==> src/rtl/wb_mtimer_if.sv <==
// rtl/wb_mtimer_if.sv - Wishbone B3 classic bus bundle for the machine timer
//
// Purpose: groups the Wishbone request/response signals seen by wb_mtimer.
// Signals (directions as seen by the slave):
//   wb_adr_i  [2:0]  word address (intercon adr[4:2])
//   wb_dat_i  [31:0] write data
//   wb_sel_i  [3:0]  byte enables
//   wb_we_i          write enable
//   wb_cyc_i         bus cycle
//   wb_stb_i         strobe
//   wb_dat_o  [31:0] read data, valid with ack
//   wb_ack_o         transfer acknowledge
//   wb_err_o         error acknowledge
interface wb_mtimer_if;
  logic [2:0]  wb_adr_i;
  logic [31:0] wb_dat_i;
  logic [3:0]  wb_sel_i;
  logic        wb_we_i;
  logic        wb_cyc_i;
  logic        wb_stb_i;
  logic [31:0] wb_dat_o;
  logic        wb_ack_o;
  logic        wb_err_o;

  modport master (
    output wb_adr_i, wb_dat_i, wb_sel_i, wb_we_i, wb_cyc_i, wb_stb_i,
    input  wb_dat_o, wb_ack_o, wb_err_o
  );

  modport slave (
    input  wb_adr_i, wb_dat_i, wb_sel_i, wb_we_i, wb_cyc_i, wb_stb_i,
    output wb_dat_o, wb_ack_o, wb_err_o
  );
endinterface

==> src/rtl/wb_mtimer.sv <==
// rtl/wb_mtimer.sv - Wishbone RISC-V machine timer with prescaler and level IRQ
//
// Purpose: 64-bit mtime/mtimecmp timer on a Wishbone B3 classic slave port.
// Ports:
//   wb_clk_i   system clock
//   wb_rst_ni  asynchronous active-low reset
//   wb         Wishbone slave bundle (wb_mtimer_if.slave)
//   irq_o      timer interrupt, level, registered
// Register map (word address):
//   0 MTIME_LO  1 MTIME_HI (reads shadow)  2 MTIMECMP_LO  3 MTIMECMP_HI
//   4 CTRL {IRQ_EN, EN}  5 PRESCALE  6 STATUS {PENDING} ro  7 unmapped -> err
module wb_mtimer #(
  parameter int          PRESCALE_W = 16,
  parameter logic [63:0] CMP_RESET  = 64'hFFFF_FFFF_FFFF_FFFF
) (
  input  logic       wb_clk_i,
  input  logic       wb_rst_ni,
  wb_mtimer_if.slave wb,
  output logic       irq_o
);

  localparam logic [2:0] A_MTIME_LO = 3'd0;
  localparam logic [2:0] A_MTIME_HI = 3'd1;
  localparam logic [2:0] A_CMP_LO   = 3'd2;
  localparam logic [2:0] A_CMP_HI   = 3'd3;
  localparam logic [2:0] A_CTRL     = 3'd4;
  localparam logic [2:0] A_PRESCALE = 3'd5;
  localparam logic [2:0] A_STATUS   = 3'd6;
  localparam logic [2:0] A_UNMAPPED = 3'd7;

  logic [63:0]           mtime;
  logic [63:0]           mtimecmp;
  logic [1:0]            ctrl;
  logic [PRESCALE_W-1:0] prescale;
  logic [PRESCALE_W-1:0] pcnt;
  logic [31:0]           hi_shadow;

  logic        req;
  logic        wr;
  logic        rd;
  logic        tick;
  logic        cmp_ge;
  logic [63:0] mtime_inc;
  logic [63:0] mtime_next;
  logic [31:0] rdata;
  logic [31:0] cmp_lo_wr;
  logic [31:0] cmp_hi_wr;
  logic [31:0] ctrl_wr;
  logic [31:0] prescale_wr;

  function automatic logic [31:0] lane_merge(input logic [31:0] old_val,
                                             input logic [31:0] new_val,
                                             input logic [3:0]  sel);
    logic [31:0] res;
    for (int n = 0; n < 4; n++) begin
      res[8*n +: 8] = sel[n] ? new_val[8*n +: 8] : old_val[8*n +: 8];
    end
    return res;
  endfunction

  // A request is only seen while no response is outstanding, which forces
  // one idle cycle between back-to-back transfers.
  assign req = wb.wb_cyc_i & wb.wb_stb_i & ~wb.wb_ack_o & ~wb.wb_err_o;
  assign wr  = req & wb.wb_we_i;
  assign rd  = req & ~wb.wb_we_i;

  assign tick      = ctrl[0] & (pcnt == prescale);
  assign mtime_inc = mtime + 64'(tick);
  assign cmp_ge    = (mtime >= mtimecmp);

  assign cmp_lo_wr   = lane_merge(mtimecmp[31:0], wb.wb_dat_i, wb.wb_sel_i);
  assign cmp_hi_wr   = lane_merge(mtimecmp[63:32], wb.wb_dat_i, wb.wb_sel_i);
  assign ctrl_wr     = lane_merge(32'(ctrl), wb.wb_dat_i, wb.wb_sel_i);
  assign prescale_wr = lane_merge(32'(prescale), wb.wb_dat_i, wb.wb_sel_i);

  // Written lanes override the incremented value so a write in a tick cycle
  // lands exactly as written; unwritten lanes keep counting.
  always_comb begin
    mtime_next = mtime_inc;
    if (wr && wb.wb_adr_i == A_MTIME_LO) begin
      mtime_next[31:0] = lane_merge(mtime_inc[31:0], wb.wb_dat_i, wb.wb_sel_i);
    end else if (wr && wb.wb_adr_i == A_MTIME_HI) begin
      mtime_next[63:32] = lane_merge(mtime_inc[63:32], wb.wb_dat_i, wb.wb_sel_i);
    end
  end

  always_comb begin
    rdata = '0;
    case (wb.wb_adr_i)
      A_MTIME_LO: rdata = mtime[31:0];
      A_MTIME_HI: rdata = hi_shadow;
      A_CMP_LO:   rdata = mtimecmp[31:0];
      A_CMP_HI:   rdata = mtimecmp[63:32];
      A_CTRL:     rdata = 32'(ctrl);
      A_PRESCALE: rdata = 32'(prescale);
      A_STATUS:   rdata = 32'(cmp_ge);
      default:    rdata = '0;
    endcase
  end

  always_ff @(posedge wb_clk_i or negedge wb_rst_ni) begin
    if (!wb_rst_ni) begin
      mtime       <= '0;
      mtimecmp    <= CMP_RESET;
      ctrl        <= '0;
      prescale    <= '0;
      pcnt        <= '0;
      hi_shadow   <= '0;
      wb.wb_dat_o <= '0;
      wb.wb_ack_o <= 1'b0;
      wb.wb_err_o <= 1'b0;
      irq_o       <= 1'b0;
    end else begin
      mtime <= mtime_next;

      if (!ctrl[0] || tick) begin
        pcnt <= '0;
      end else begin
        pcnt <= pcnt + PRESCALE_W'(1);
      end

      if (wr) begin
        case (wb.wb_adr_i)
          A_CMP_LO:   mtimecmp[31:0]  <= cmp_lo_wr;
          A_CMP_HI:   mtimecmp[63:32] <= cmp_hi_wr;
          A_CTRL:     ctrl            <= ctrl_wr[1:0];
          A_PRESCALE: prescale        <= prescale_wr[PRESCALE_W-1:0];
          default:    ;
        endcase
      end

      // Snapshot the live high word with the low-word read so the following
      // HI read pairs with it, even if a carry happens in between.
      if (rd && wb.wb_adr_i == A_MTIME_LO) begin
        hi_shadow <= mtime[63:32];
      end

      wb.wb_ack_o <= req & (wb.wb_adr_i != A_UNMAPPED);
      wb.wb_err_o <= req & (wb.wb_adr_i == A_UNMAPPED);
      wb.wb_dat_o <= (rd && wb.wb_adr_i != A_UNMAPPED) ? rdata : '0;

      irq_o <= ctrl[1] & cmp_ge;
    end
  end

endmodule

==> src/flat_wrapper.sv <==
// flat-port wrapper written by rule: the top's interface ports become plain ports
module wb_mtimer_flat 
#(
  parameter int          PRESCALE_W = 16,
  parameter logic [63:0] CMP_RESET  = 64'hFFFF_FFFF_FFFF_FFFF
)
  (wb_clk_i, wb_rst_ni, irq_o, wb_wb_adr_i, wb_wb_dat_i, wb_wb_sel_i, wb_wb_we_i, wb_wb_cyc_i, wb_wb_stb_i, wb_wb_dat_o, wb_wb_ack_o, wb_wb_err_o);
  wb_mtimer_if wb_i ();
  input  logic wb_clk_i;
  input  logic wb_rst_ni;
  output logic irq_o;
  input wire logic [$bits(wb_i.wb_adr_i)-1:0] wb_wb_adr_i;
  input wire logic [$bits(wb_i.wb_dat_i)-1:0] wb_wb_dat_i;
  input wire logic [$bits(wb_i.wb_sel_i)-1:0] wb_wb_sel_i;
  input wire logic [$bits(wb_i.wb_we_i)-1:0] wb_wb_we_i;
  input wire logic [$bits(wb_i.wb_cyc_i)-1:0] wb_wb_cyc_i;
  input wire logic [$bits(wb_i.wb_stb_i)-1:0] wb_wb_stb_i;
  output wire logic [$bits(wb_i.wb_dat_o)-1:0] wb_wb_dat_o;
  output wire logic [$bits(wb_i.wb_ack_o)-1:0] wb_wb_ack_o;
  output wire logic [$bits(wb_i.wb_err_o)-1:0] wb_wb_err_o;
  assign wb_i.wb_adr_i = wb_wb_adr_i;
  assign wb_i.wb_dat_i = wb_wb_dat_i;
  assign wb_i.wb_sel_i = wb_wb_sel_i;
  assign wb_i.wb_we_i = wb_wb_we_i;
  assign wb_i.wb_cyc_i = wb_wb_cyc_i;
  assign wb_i.wb_stb_i = wb_wb_stb_i;
  assign wb_wb_dat_o = wb_i.wb_dat_o;
  assign wb_wb_ack_o = wb_i.wb_ack_o;
  assign wb_wb_err_o = wb_i.wb_err_o;
  wb_mtimer #(.PRESCALE_W(PRESCALE_W), .CMP_RESET(CMP_RESET)) u_core (.wb_clk_i(wb_clk_i), .wb_rst_ni(wb_rst_ni), .wb(wb_i), .irq_o(irq_o));
endmodule
==> config.mk <==
export PLATFORM = sky130hd
export DESIGN_NAME = wb_mtimer_flat
export DESIGN_NICKNAME = d
export VERILOG_FILES = /design/src/rtl/wb_mtimer_if.sv /design/src/rtl/wb_mtimer.sv /design/src/flat_wrapper.sv
export SDC_FILE = /design/constraint.sdc
export NUM_CORES = 1
export LEC_CHECK = 0
export BUFFER_PORTS_ARGS = -buffer_cell sky130_fd_sc_hd__buf_2
export CELL_PAD_IN_SITES_DETAIL_PLACEMENT = 1
export CELL_PAD_IN_SITES_GLOBAL_PLACEMENT = 1
export CORE_MARGIN = 2
export CORE_UTILIZATION = 30
export DETAILED_ROUTE_END_ITERATION = 8
export HOLD_SLACK_MARGIN = 0.06
export PLACE_DENSITY_LB_ADDON = 0.1
export SLEW_MARGIN = 0
export SYNTH_ARGS = -nofsm -noshare
export SYNTH_HDL_FRONTEND = slang
export SYNTH_SLANG_ARGS = --single-unit
==> constraint.sdc <==
create_clock -name wb_clk_i -period 7.5 [get_ports wb_clk_i]
set_input_delay 0 -clock wb_clk_i [delete_from_list [all_inputs] [get_ports wb_clk_i]]
set_output_delay 0 -clock wb_clk_i [all_outputs]
set_load 0.05 [all_outputs]
==> results of run 1 <==
-- worst max path at each step --
stage / to / start / slack (ps)
after detailed placement: u_core.mtime[60] / u_core.pcnt[0] / 2940
after floorplan: u_core.mtime[60] / u_core.pcnt[0] / 4280
after CTS: u_core.mtime[60] / u_core.pcnt[0] / 2920
final: u_core.mtime[60] / u_core.pcnt[0] / 2940
after global routing: u_core.mtime[60] / u_core.pcnt[0] / 2620
after global placement: u_core.mtime[60] / u_core.pcnt[0] / 2980
-- cell usage after synthesis (all sizes together) (3+ instances only) --
| cell | instances |
|---|---|
| dfrtp | 165 |
| mux2 | 118 |
| nor2 | 104 |
| a21oi | 88 |
| inv | 81 |
| ha | 67 |
| dfstp | 64 |
| nand2 | 54 |
| nand3 | 50 |
| a22oi | 46 |
| xor2 | 42 |
| nand4 | 33 |
| clkbuf | 31 |
| xnor2 | 31 |
| nor3 | 26 |
| and3 | 20 |
| nor4 | 17 |
| o21ai | 16 |
| mux4 | 15 |
| a21o | 11 |
| buf | 10 |
| or3 | 10 |
| and2 | 7 |
| and4 | 7 |
| a221oi | 6 |
| mux2i | 6 |
| nand2b | 6 |
| a211o | 4 |
| nor3b | 4 |
| o211a | 3 |
-- through the flow --
stage	worst slack (ps)	hold slack [ps]
after detailed placement	2940	21.9
after floorplan	4280	-296
after global routing	2620	112
after CTS	2920	60.8
after global placement	2980	26.6
final	2940	94.2
-- flip-flops by register name (all words and copies together) (netlist names), 2 cells and up --
register / cells
u_core.mtime: 64
u_core.mtimecmp: 64
u_core.hi_shadow: 32
u_core.wb.wb_dat_o: 32
u_core.pcnt: 16
u_core.prescale: 16
u_core.ctrl: 2
-- layer usage --
metal  up-vias  global-route usage [%]  share of wire, %
met5         -                       0                 0
met1      4808                    27.7                49
met4         0                    3.52               1.4
met2        99                    30.7                46
met3        40                    2.38               3.1
li1       4448                       -                 -
-- kinds of logic (layout without fill, tap and decap cells) --
logic type | after synthesis | in the layout | share of synthesized area (%)
AND/OR/NAND/NOR | 347 | 347 | 14.4
flip-flops | 229 | 229 | 46.6
AO/OA/AOI/OAI | 190 | 190 | 9.54
multiplexers | 139 | 139 | 13.9
buffers and inverters | 123 | 261 | 3.77
XOR/XNOR | 73 | 73 | 5.13
adder cells (fa/ha/maj) | 67 | 67 | 6.72
-- power breakdown --
part	internal [W]	switching, W	total, W
Sequential	0.00142	0.000178	0.00160
Combinational	0.000337	0.000430	0.000768
Clock	0.000878	0.000564	0.00144
Total	0.00263	0.00117	0.00381
-- worst reg2reg max path, delay by kind of cell, from the launching register on --
family                   cells  cell delay [ps]
AO/OA/AOI/OAI                2              540
XOR/XNOR                     1              200
adder cells (fa/ha/maj)      2              400
flip-flops                   1              470
AND/OR/NAND/NOR              7             2840
-- final cells by class --
| cell class | instances | area (um2) | share of cell area [%] |
|---|---|---|---|
| Inverter | 82 | 308 | 2.07 |
| Sequential cell | 229 | 5810 | 39.1 |
| Timing Repair Buffer | 127 | 893 | 6.01 |
| Clock inverter | 10 | 133 | 0.892 |
| Multi-Input combinational cell | 816 | 6210 | 41.8 |
| Clock buffer | 42 | 845 | 5.68 |
| Tap cell | 532 | 666 | 4.48 |
==> results.yml, run 1 <==
critical_path:
  timing.rr.end: "u_core.mtime[60]"
  r2r_start: "u_core.pcnt[0]"
  crit_path_start_kind: "flip-flop"
  critical_path.top_delay_family: "simple AND/OR/NAND/NOR gates"
  critPathBufInv: 0
  rrSetupSlack_ps: 2940
  worstPathRequired_ps: 7950
  crit_type: "flip-flop to flip-flop"
  crit_chain: "xor2_1 -> nor4_1 -> nand4_1 -> nor2_1 -> ha_1 -> ha_1 -> nand2_1 -> nor4_4 -> nand3_2 -> or3_1 -> o211a_1 -> a211o_1"
  crit_arrival_ps: 5000
  r2r_cells: 12
  cpPeakStageDelay_ps: 750
  crit_cells: 12
  crit_fanout: 11
  crit_slowest_cell: "nor4_4"
  timing.critical_path.to_type: "flip-flop"
  crit_top_cell: "ha_1"
place:
  portBuffers: 78
  dp_cells: 1748
  place.gp.congestion: 0.781
  dpl.hpwl_um: 29000
  placed_area_mm2: 0.0135
pwr:
  leakagePower_nw: 6.30
  power.density_mw_per_mm2: 256
  ir_drop_v: 0.000144
  power_w: 0.00381
sta:
  grt_setup_unrepaired: "no"
  maxSlewViolCount: 0
  setup-tns-final_ps: 0
  relSlewSlack_pct: 34.9
  fin_worst_skew_ps: 22.5
  clock.fmax_mhz: 219
  post-route-period-util_pct: 60.8
  hold_viol: 0
  min_period_ps: 4560
  tightest_slew_ps: 964
  setup_viol: 0
cts:
  ctsHoldBuffers: 38
  post_cts_buffers: 0
  cts.sinks: 229
  cts_buffers: 29
  clock_latency_ps: 570
  clkSlewWorstSetupHoldPaths_ps: 60
  htree_levels: 1
  cts_resized: 0
  clockRootBuffer: "clkbuf_16"
  cts_tree: "built"
  clockBufferDepth: 3
hold_path:
  hold_class: "input pin to flip-flop"
  min_to: "u_core.mtime[62]"
  min_from: "wb_wb_sel_i[3]"
  holdPathStages: 4
die:
  die_w_um: 208
  die_y_um: 208
  pin_count: 79
  rows: 74
  start_util_pct: 30.5
  fp.coreArea_mm2: 0.0409
  die_area_mm2: 0.0432
routing:
  drt-initial-drc-count: 465
  ant_nets: 0
  via_count: 9395
  drt-total-wl_um: 40800
  wl_per_cell_um: 22.2
  drt_pass1_iterations: 4
  route.detailed.drc: 0
  via_per_inst: 5.11
grt:
  grt_pass1_vias: 10100
  grtUsageTotal_pct: 19.1
  grt_max_degree: 160
  grt_pass1_wl_um: 63900
  overflow: 0
  antenna_found_initial: 0
layout:
  diodes: 0
  syn2layout_area_growth_pct: 19.2
  final_cell_mix: "dfrtp_1, mux2_2, nor2_1"
  stdcell_area_mm2: 0.0149
  drive_gt1_share_pct: 27.0
  fillers: 4520
  final_core_util_pct: 36.3
  nets: 1396
  layout.cells.non_filler: 1838
  final_common_cell: "dfrtp_1"
yosys:
  ys_types: 57
  synth_fp_nets: 1279
  yosys.area.top_type: "dfrtp_1"
  synthArstFlopShare_pct: 100
  ys_seq_area_share_pct: 46.6
  synth_cells: 1168
  syn_area_per_cell_um2: 10.7
  synth_top_area_share_pct: 33.1
  ys_warn_count: 0
  synth_area_leaders: "dfrtp_1, dfstp_2, mux2_2"
  dominantRegCellSynth: "dfrtp_1"
  syn-cell-area_mm2: 0.0125
  synth-seq-cells: 229
  synth_edf_count: 0
run_status:
  status: "finished, final reports clean"
run:
  drv_cap: 0
Power figures use the tool's default switching activity.
==> run 2, diff against run 1 <==
- clock period: 7.5 -> 4.1 ns (I/O delays scaled with it)
==> results.yml, run 2 (synthesis gave the netlist of run 1 again) <==
die:
  fp.coreArea_mm2: 0.0409
  rows: 74
  pin_count: 79
  die_w_um: 208
  die_area_mm2: 0.0432
  start_util_pct: 30.5
  die_y_um: 208
place:
  dpl.hpwl_um: 30100
  place.gp.congestion: 0.785
  placed_area_mm2: 0.0136
  portBuffers: 78
sta:
  clock.fmax_mhz: 277
  setup-tns-final_ps: 0
  hold_viol: 0
  grt_setup_unrepaired: "no"
  maxSlewViolCount: 0
  fin_hold_ws_ps: 107
  fin_worst_skew_ps: 8.27
  setup_viol: 0
  post-route-period-util_pct: 88.1
  tightest_slew_ps: 968
  min_period_ps: 3610
  relSlewSlack_pct: 34.7
hold_path:
  min_from: "wb_wb_sel_i[3]"
  hold_class: "input pin to flip-flop"
critical_path:
  crit_path_start_kind: "flip-flop"
  crit_type: "flip-flop to flip-flop"
  rrSetupSlack_ps: 490
  timing.critical_path.to_type: "flip-flop"
  worstPathRequired_ps: 4570
  r2r_start: "u_core.pcnt[11]"
  worstSetupStartpoint: "u_core.pcnt[11]"
  crit_arrival_ps: 4080
  crit_fanout: 7
routing:
  route.detailed.drc: 0
  drt-total-wl_um: 40900
  via_per_inst: 5.13
  via_count: 9486
  drt-initial-drc-count: 431
  drt_pass1_iterations: 4
  wl_per_cell_um: 22.1
  ant_nets: 0
cts:
  post_cts_buffers: 0
  clkSlewWorstSetupHoldPaths_ps: 60
  cts.sinks: 229
  cts_buffers: 29
  clock_latency_ps: 560
  htree_levels: 1
  cts_tree: "built"
  clockBufferDepth: 3
  clockRootBuffer: "clkbuf_16"
layout:
  drive_gt1_share_pct: 27.5
  largest_registers: "u_core.mtime x64, u_core.mtimecmp x64"
  diodes: 0
  final_cell_mix: "dfrtp_1, mux2_2, nor2_1"
  stdcell_area_mm2: 0.0149
  nets: 1405
  final_common_cell: "dfrtp_1"
  syn2layout_area_growth_pct: 19.5
pwr:
  leakagePower_nw: 6.35
  ir_drop_v: 0.000304
  power.density_mw_per_mm2: 465
grt:
  grt_pass1_wl_um: 64200
  antenna_found_initial: 1
  grtUsageTotal_pct: 19.1
  grt_pass1_vias: 10200
  grt_max_degree: 112
  overflow: 0
run:
  drv_cap: 0
run_status:
  status: "finished, final reports clean"
## run 2: path summary, 6_finish.rpt
kind                                   endpoint  depth (start not counted)
max                            u_core.mtime[55]                         11
min                            u_core.mtime[62]                          4
max reg2reg                    u_core.mtime[55]                         11
min reg2reg                u_core.hi_shadow[30]                          1
max in group asynchronous       u_core.mtime[3]                          3
min in group asynchronous      u_core.mtime[12]                          2
## run 2: area by class of cell
cell class	count	area, um2
well taps	532	666
fillers	4552	26000
clock inverters	10	103
clock buffers	43	868
flip-flops and latches	229	5810
multi-input cells	816	6220
inverters	82	308
repair buffers	136	931
## run 2: critical path, stage by stage, from the launching register on
cell and delay (ps):
dfrtp_1 440, xor2_1 180, nor4_1 370, nand4_1 190, nor2_1 150, ha_1 190
nand3_1 190, nor3_2 460, nand4_4 240, or3_1 560, mux2_4 360, nor3_1 180
## run 2: power by group
group / switching (W) / internal [W]
logic: 0.000780 / 0.000623
clock network: 0.00102 / 0.00158
registers: 0.000330 / 0.00259
## run 2: stage by stage
stage	total power, W	cells	util (%)	setup WS [ps]
finish	0.00692	1848	36.4	489
CTS	0.00705	1848	36.4	466
detailed placement	0.00436	1757	33.1	482
floorplan	0.00379	1168	-	878
global placement	0.00432	1757	33.1	612
global route	0.00734	1848	36.4	209
## run 2: timing repair
item	CTS	global route
hold endpoints to repair	269	0
resized for setup	0	0
hold buffers	38	0
## run 2: layer usage
| layer | global-route usage, % | wire (um) | vias up |
|---|---|---|---|
| met5 | 0 | 7 | - |
| met4 | 3.99 | 618 | 2 |
| met3 | 2.29 | 1250 | 33 |
| met2 | 31.1 | 19000 | 116 |
| met1 | 27.4 | 20100 | 4874 |
| li1 | - | - | 4461 |
==> run 3, diff against run 2 <==
==> constraint.sdc (replaced) <==
create_clock -name wb_clk_i -period 3.6 [get_ports wb_clk_i]
set_input_delay 0 -clock wb_clk_i [delete_from_list [all_inputs] [get_ports wb_clk_i]]
set_output_delay 0 -clock wb_clk_i [all_outputs]
set_load 0.005 [all_outputs]
==> results.yml, run 3 (synthesis gave the netlist of run 1 again) <==
sta:
  min_period_ps: 3370
  finalWorstSetupSlack_ps: 229
  fin_worst_skew_ps: 9.55
  hold_viol: 0
  setup_viol: 0
  clock.fmax_mhz: 297
  post-route-period-util_pct: 93.6
  relSlewSlack_pct: 34.1
  tightest_slew_ps: 988
  fin_hold_ws_ps: 90.3
  maxSlewViolCount: 0
  grt_setup_unrepaired: "yes"
layout:
  syn2layout_area_growth_pct: 22.1
  final_common_cell: "dfrtp_1"
  final_cell_mix: "dfrtp_1, mux2_2, nor2_1"
  nets: 1431
  fillers: 4573
  drive_gt1_share_pct: 28.3
  largest_registers: "u_core.mtime x64, u_core.mtimecmp x64"
place:
  portBuffers: 78
  place.gp.congestion: 0.787
  dpl.hpwl_um: 30400
  dpl_worst_slack_ps: 16.2
die:
  rows: 74
  fp.coreArea_mm2: 0.0409
  pin_count: 79
  die_area_mm2: 0.0432
  die_w_um: 208
  start_util_pct: 30.5
  die_y_um: 208
run:
  drv_cap: 0
cts:
  cts.sinks: 229
  htree_levels: 1
  clock_latency_ps: 560
  cts_buffers: 30
  cts_tree: "built"
  clkSlewWorstSetupHoldPaths_ps: 60
  clockBufferDepth: 3
  clockRootBuffer: "clkbuf_16"
grt:
  overflow: 0
  antenna_found_initial: 0
  grt_pass1_wl_um: 64700
  grt_pass1_vias: 10200
  grtUsageTotal_pct: 19.3
  grt_max_degree: 118
critical_path:
  crit_type: "flip-flop to flip-flop"
  worstPathRequired_ps: 4050
  crit_fanout: 9
  crit_path_start_kind: "flip-flop"
  crit_arrival_ps: 3820
  rrSetupSlack_ps: 230
  timing.critical_path.to_type: "flip-flop"
routing:
  ant_nets: 0
  route.detailed.drc: 0
  via_per_inst: 5.12
  via_count: 9612
  drt-total-wl_um: 41400
  drt-initial-drc-count: 432
  drt_pass1_iterations: 4
  wl_per_cell_um: 22.0
pwr:
  ir_drop_v: 0.000255
  leakagePower_nw: 6.50
  power.density_mw_per_mm2: 537
hold_path:
  hold_class: "input pin to asynchronous set/reset pin"
run_status:
  status: "finished, final reports clean"
run 3: cell count changes in the layout (fill, tap and decap cells not counted), moves of 2 or more:
cell / previous run / this run
buf_12: 0 / 2
buf_4: 20 / 37
bufinv_16: 2 / 5
clkbuf_1: 5 / 10
clkbuf_16: 29 / 31
clkbuf_8: 9 / 5
clkinv_2: 7 / 5
dlygate4sd3_1: 38 / 44
run 3: critical path, cell delays in order, from the launching register on:
cell	delay, ps
dfrtp_1	420
xor2_1	180
nor4_2	360
nand4_1	180
nor2_1	160
ha_1	190
ha_1	180
nand2_1	130
nor4_4	390
nand3_2	120
or3_4	450
o211a_1	240
a211o_1	250
run 3: power breakdown:
group          internal (W)  total (W)  switching, W
Sequential          0.00296    0.00332      0.000368
Combinational      0.000747    0.00165      0.000901
Clock               0.00203    0.00321       0.00118
run 3: metal layers:
| metal | vias to the layer above | wire, um | global-route usage (%) |
|---|---|---|---|
| met4 | 0 | 653 | 4.11 |
| met3 | 40 | 994 | 1.72 |
| met2 | 106 | 19300 | 31.5 |
| met5 | - | 0 | 0 |
| li1 | 4503 | - | - |
| met1 | 4963 | 20400 | 28.0 |
run 3: worst paths after layout:
path / cells past startpoint / startpoint / to
max in group asynchronous: 3 / wb_rst_ni / u_core.mtimecmp[10]
max: 12 / u_core.pcnt[8] / u_core.mtime[60]
max reg2reg: 12 / u_core.pcnt[8] / u_core.mtime[60]
min in group wb_clk_i: 3 / wb_wb_sel_i[0] / u_core.mtime[2]
min: 2 / wb_rst_ni / u_core.wb.wb_dat_o[12]
min reg2reg: 1 / u_core.hi_shadow[9] / u_core.hi_shadow[9]
run 3: repair_timing:
action                                  CTS  global route
endpoints found under the setup margin    0            24
buffers inserted                          0             1
hold buffers                             44             0
gates resized for setup                   0             3
hold endpoints to repair                240             0
run 3: layout make-up:
class                           count  area [um2]  area share (%)
Antenna cell                        1        2.50          0.0164
Sequential cell                   229        5810            38.1
Clock buffer                       46         882            5.79
Multi-Input combinational cell    816        6230            40.9
Timing Repair Buffer              161        1160            7.61
Clock inverter                     10         175            1.15
Inverter                           82         308            2.02
Tap cell                          532         666            4.37
run 3: through the flow:
step	util (%)	instances	TNS [ps]	cell area (um2)	power, W
3_3_place_gp	33.5	1775	0	13700	0.00495
4_1_cts	37.2	1875	0	15200	0.00830
2_1_floorplan	-	1168	0	12500	0.00428
3_5_place_dp	33.5	1775	0	13700	0.00498
6_report	37.2	1877	0	15200	0.00818
5_1_grt	37.2	1876	-79.9	15200	0.00864
